**config.mk**
```make
export PLATFORM = sky130hd
export DESIGN_NAME = sample_interp
export DESIGN_NICKNAME = d
export VERILOG_FILES = /design/src/rtl/sample_pkg.sv /design/src/rtl/interp_phase_calc.sv /design/src/rtl/sample_interp.sv
export SDC_FILE = /design/constraint.sdc
export NUM_CORES = 1
export LEC_CHECK = 0
export CAP_MARGIN = 20
export CORE_UTILIZATION = 57
export DETAILED_ROUTE_END_ITERATION = 8
export PLACE_DENSITY = 0.8
export REMOVE_ABC_BUFFERS = 1
export SLEW_MARGIN = 20
export SYNTH_ARGS = -nofsm -noshare
export SYNTH_HDL_FRONTEND = slang
export SYNTH_SLANG_ARGS = --single-unit
```
**constraint.sdc**
```tcl
create_clock -name clk -period 10.4 [get_ports clk]
set_input_delay 2.08 -clock clk [delete_from_list [all_inputs] [get_ports clk]]
set_output_delay 2.08 -clock clk [all_outputs]
set_load 0.02 [all_outputs]
```
**src/rtl/sample_pkg.sv**
```systemverilog
// Shared definitions for the linear-interpolating upsampler.
package sample_pkg;

   localparam int DEF_BIT_WIDTH = 24;
   localparam int DEF_MAX_LOG2  = 4;

   typedef enum logic {
      WAIT,
      EMIT
   } state_t;

   // Limits a requested log2 upsampling ratio to the largest one the datapath supports.
   function automatic int clamp_log2(input logic [2:0] sel, input int max_log2);
      int s;
      s = int'(sel);
      return (s > max_log2) ? max_log2 : s;
   endfunction

endpackage

```
**src/rtl/interp_phase_calc.sv**
```systemverilog
// Combinational phase interpolator: q = prev + floor((cur - prev) * (k + 1) / 2^l).
// Every intermediate is wide enough to hold the full product, so nothing overflows.
// The result always lies between prev and cur, so truncating it back to BIT_WIDTH
// loses nothing.
module interp_phase_calc #(
   parameter int BIT_WIDTH = 24,
   parameter int MAX_LOG2  = 4,
   parameter int L_WIDTH   = 3
) (
   input  logic signed [BIT_WIDTH-1:0] prev,
   input  logic signed [BIT_WIDTH-1:0] cur,
   input  logic        [MAX_LOG2-1:0]  k,
   input  logic        [L_WIDTH-1:0]   l,
   output logic signed [BIT_WIDTH-1:0] q
);

   localparam int DW = BIT_WIDTH + 1;
   localparam int KW = MAX_LOG2 + 2;
   localparam int PW = DW + KW;

   logic signed [DW-1:0] diff;
   logic signed [KW-1:0] step;
   logic signed [PW-1:0] prod;
   logic signed [PW-1:0] shifted;
   logic signed [PW-1:0] prev_ext;

   // Form the scaled difference, apply the floor shift, and add it back onto prev.
   always_comb begin
      diff     = {cur[BIT_WIDTH-1], cur} - {prev[BIT_WIDTH-1], prev};
      step     = {2'b00, k} + KW'(1);
      prod     = PW'(diff) * PW'(step);
      shifted  = prod >>> l;
      prev_ext = {{(PW - BIT_WIDTH){prev[BIT_WIDTH-1]}}, prev};
      q        = BIT_WIDTH'(prev_ext + shifted);
   end

endmodule

```
**src/rtl/sample_interp.sv**
```systemverilog
// Linear-interpolating upsampler. Each accepted input sample produces 2^L output
// samples that ramp from the previous input up to the new one. Both the input and
// output sides use valid/ready handshakes.
module sample_interp
   import sample_pkg::*;
#(
   parameter int BIT_WIDTH = DEF_BIT_WIDTH,
   parameter int MAX_LOG2  = DEF_MAX_LOG2
) (
   input  logic                        clk,
   input  logic                        reset,
   input  logic        [2:0]           ratio_sel,
   input  logic                        in_valid,
   output logic                        in_ready,
   input  logic signed [BIT_WIDTH-1:0] d,
   output logic                        out_valid,
   input  logic                        out_ready,
   output logic signed [BIT_WIDTH-1:0] q
);

   localparam int L_WIDTH = $clog2(MAX_LOG2 + 1);

   state_t                       state;
   logic signed [BIT_WIDTH-1:0]  prev;
   logic signed [BIT_WIDTH-1:0]  cur;
   logic        [MAX_LOG2-1:0]   k;
   logic        [L_WIDTH-1:0]    l_reg;
   logic        [L_WIDTH-1:0]    l_next;
   logic        [MAX_LOG2-1:0]   last_k;
   logic                         at_last;
   logic                         accept_in;

   // The ratio is only clamped here; it is latched into l_reg when a sample is accepted.
   // The phase counter runs from 0 up to 2^L - 1.
   always_comb begin
      l_next    = L_WIDTH'(clamp_log2(ratio_sel, MAX_LOG2));
      last_k    = MAX_LOG2'((1 << l_reg) - 1);
      at_last   = (k == last_k);
      in_ready  = (state == WAIT) || ((state == EMIT) && at_last && out_ready);
      out_valid = (state == EMIT);
      accept_in = in_valid && in_ready;
   end

   // Control FSM. On reset the burst is abandoned. An accepted input shifts the
   // sample pair and restarts the ramp. A consumed output advances the phase, or
   // goes back to WAIT when the last phase is consumed with no new input waiting.
   always_ff @(posedge clk) begin
      if (reset) begin
         prev  <= '0;
         cur   <= '0;
         k     <= '0;
         l_reg <= '0;
         state <= WAIT;
      end else if (accept_in) begin
         prev  <= cur;
         cur   <= d;
         k     <= '0;
         l_reg <= l_next;
         state <= EMIT;
      end else if ((state == EMIT) && out_ready) begin
         if (!at_last) begin
            k <= k + 1'b1;
         end else begin
            state <= WAIT;
         end
      end
   end

   interp_phase_calc #(
      .BIT_WIDTH(BIT_WIDTH),
      .MAX_LOG2 (MAX_LOG2),
      .L_WIDTH  (L_WIDTH)
   ) u_phase_calc (
      .prev(prev),
      .cur (cur),
      .k   (k),
      .l   (l_reg),
      .q   (q)
   );

endmodule

```
==> flow_summary_export.csv <==
group,metric,value,unit
critical_path,worst-path-buf-inv,11,
critical_path,worstSetupEndpointType,"primary output",
run_status,status,"complete, but fails checks",
job,drv_cap,0,
finish,largest_registers,"cur x24, prev x24, k x4",
critical_path,crit_top_cell,"buf_4",
logic_synthesis,ys_warn_count,0,
detailed_routing,initialDrtViolationCount,1214,
logic_synthesis,synth_top_area_share,16.0,%
logic_synthesis,yosys.area.top_type,"fa_1",
finish,area.sequential,0.00113,mm2
cts,holdBufCountCts,0,
sta,tightestPinTransition,1190,ps
cts,cts.path.max_buffers,2,
die,io_pins,57,
logic_synthesis,synthTopCellsByArea,"fa_1 (16%), ha_1 (14%), dfxtp_1 (11%), inv_1 (6.7%), nand2_1 (6.4%)",
placed_design,pre_cts_slack,-716,ps
sta,setup_violations,11,
sta,min_period_over_period,106,%
cts,clock_latency,310,ps
cts,cts_sinks,56,
die,start_util,58.6,%
run_status,violations,"negative setup slack",
finish,final_cells,1829,
die,core,0.0166,mm2
global_route,grt_overflow,0,
logic_synthesis,synth-async-reset-ratio,0,%
logic_synthesis,synth-main-ff-cell,"dfxtp_1",
critical_path,crit_required,8320,ps
global_route,antenna_found_initial,0,
sta,fin_skew,12.7,ps
sta,rsz0062_at_grt,"true",
sta,maxSlewHeadroom,20.6,%
global_route,grt_max_degree,57,
finish,final_common_cell,"buf_4",
detailed_routing,ant_nets,0,
logic_synthesis,synth_area,0.00975,mm2
detailed_routing,dr_total_vias,11300,
global_route,grt_pass1_vias,10200,
global_route,grt_pass1_wl,48200,um
finish,final_nets,1827,
critical_path,crit_type,"flop to primary output",
finish,postLayoutCellArea,0.0137,mm2
power,p_total,3.01,mW
power,powerDensity,220,mW/mm2
cts,cts_made_buffers,5,
sta,fmax,90.5,MHz
critical_path,startpoint_type,"flop",
logic_synthesis,synthCells,1292,
sta,drv_slew,0,
placed_design,dp.cells,1789,
logic_synthesis,synth-edff-count,0,
detailed_routing,drc,0,
sta,fin_crit,11050,ps
sta,finalSetupTns,-4330,ps
finish,multi_input_area,0.00865,mm2
power,ir_drop,242,uV
sta,hold_violations,0,
critical_path,cp.arrival,8970,ps
logic_synthesis,synth-seq-area-share,11.5,%
logic_synthesis,synth.distinct_cells,75,
die,die-area,0.0176,mm2
sta,setup_ws,-651,ps
cts,cts_htree_levels,2,
cts,clockRootBuffer,"clkbuf_16",
finish,final_util,82.2,%
placed_design,place_area,0.0124,mm2
critical_path,slowest_stage,"fa_1",
critical_path,cpLargestDelayFamily,"compound AO/OA/AOI/OAI gates",
detailed_routing,wire_per_inst,20.2,um
placed_design,post-dp-hpwl,22200,um
placed_design,portBuffers,56,
cts,cts_tree,"built",
finish,syn2layout_area_growth,40.2,%
die,fp.dieH,133,um
detailed_routing,wl,36900,um
finish,final_layout_size_suffix_gt1_share,31.6,%
finish,final_cell_mix,"buf_4 (301), inv_1 (170), nand2_1 (162), nor2_1 (123), ha_1 (90)",
die,num_rows,47,
critical_path,worstPathMaxFanout,3,
power,power_leakage,6.60,nW
detailed_routing,dr.pass1.iters,5,
sta,fin_hold_ws,487,ps
placed_design,routabilityCongestion,0.951,
finish,nFillCells,821,
finish,antennaDiodeCount,0,
min_path,min_path_type,"flop to flop",
cts,clkTransAtPathRegs,90,ps
logic_synthesis,synth.avg_cell_area,7.55,um2
critical_path,cpPeakStageDelay,570,ps
detailed_routing,vias_per_cell,6.19,
logic_synthesis,ys_seq_elements,56,
die,die_w,133,um
global_route,grt_usage,33.4,%
-- cell type report --
cell class / instances / area share, %
sequential: 56 / 8.24
multi-input combinational: 1013 / 63.2
clock inverter: 3 / 0.183
inverter: 175 / 4.80
clock buffer: 5 / 0.915
timing repair buffer: 357 / 20.6
tap: 220 / 2.01
-- worst reg2reg max path, stage by stage (launching register included) --
cell	delay, ps
dfxtp_1	360
buf_4	280
nor3_1	430
inv_1	90
ha_1	220
xor2_1	150
xnor2_1	140
o41a_1	460
a21oi_2	220
and2_2	180
buf_4	510
nand3b_1	340
a21oi_1	370
-- cells by family after synthesis --
group / synth area share [%]
adders and majority gates: 30.1
buffers and inverters: 8.79
AOI/OAI and AO/OA: 18.9
DFF: 11.5
xor gates and xnor gates: 6.90
and+or+nand+nor: 19.0
muxes: 4.84
-- worst paths after layout --
| kind | start | endpoint | slack (ps) | depth (start not counted) |
|---|---|---|---|---|
| worst max-delay path | cur[0]$_SDFFE_PP0P_ | q[23] | -650 | 47 |
| worst min-delay path | l_reg[2]$_SDFFE_PP0P_ | l_reg[2]$_SDFFE_PP0P_ | 490 | 2 |
| worst max register to register | l_reg[0]$_SDFFE_PP0P_ | l_reg[1]$_SDFFE_PP0P_ | 6550 | 12 |
| worst min register to register | l_reg[2]$_SDFFE_PP0P_ | l_reg[2]$_SDFFE_PP0P_ | 490 | 2 |
-- power breakdown --
part           internal [mW]  leakage (nW)  total (mW)  switching, mW
clock                 0.0921        0.0761       0.186         0.0941
combinational           1.21          6.07        2.58           1.37
sequential             0.227         0.458       0.238         0.0109
-- cells in the mapped netlist (12+ instances only) --
library cell / n
inv_1: 174
a21oi_1: 112
dfxtp_1: 56
nand2_1: 166
ha_1: 110
mux2i_1: 31
clkbuf_1: 29
nor2_1: 138
nand3_1: 14
fa_1: 78
o21ai_0: 51
nor2b_1: 12
nor3_1: 19
xnor2_1: 48
nand2b_1: 20
xor2_1: 27
a21o_1: 29
-- per-layer routing --
layer | global-route usage (%) | routed length (um)
met4 | 10.8 | 2410
met2 | 56.7 | 17500
met5 | 0 | 0
met1 | 44.2 | 13500
met3 | 3.79 | 3520
-- what timing repair did --
action	CTS	global route
gates resized for setup	102	155
endpoints found under the setup margin	13	17
pin swaps	31	98
buffers inserted	12	20
No activity file was read; power rests on OpenSTA's default activity.
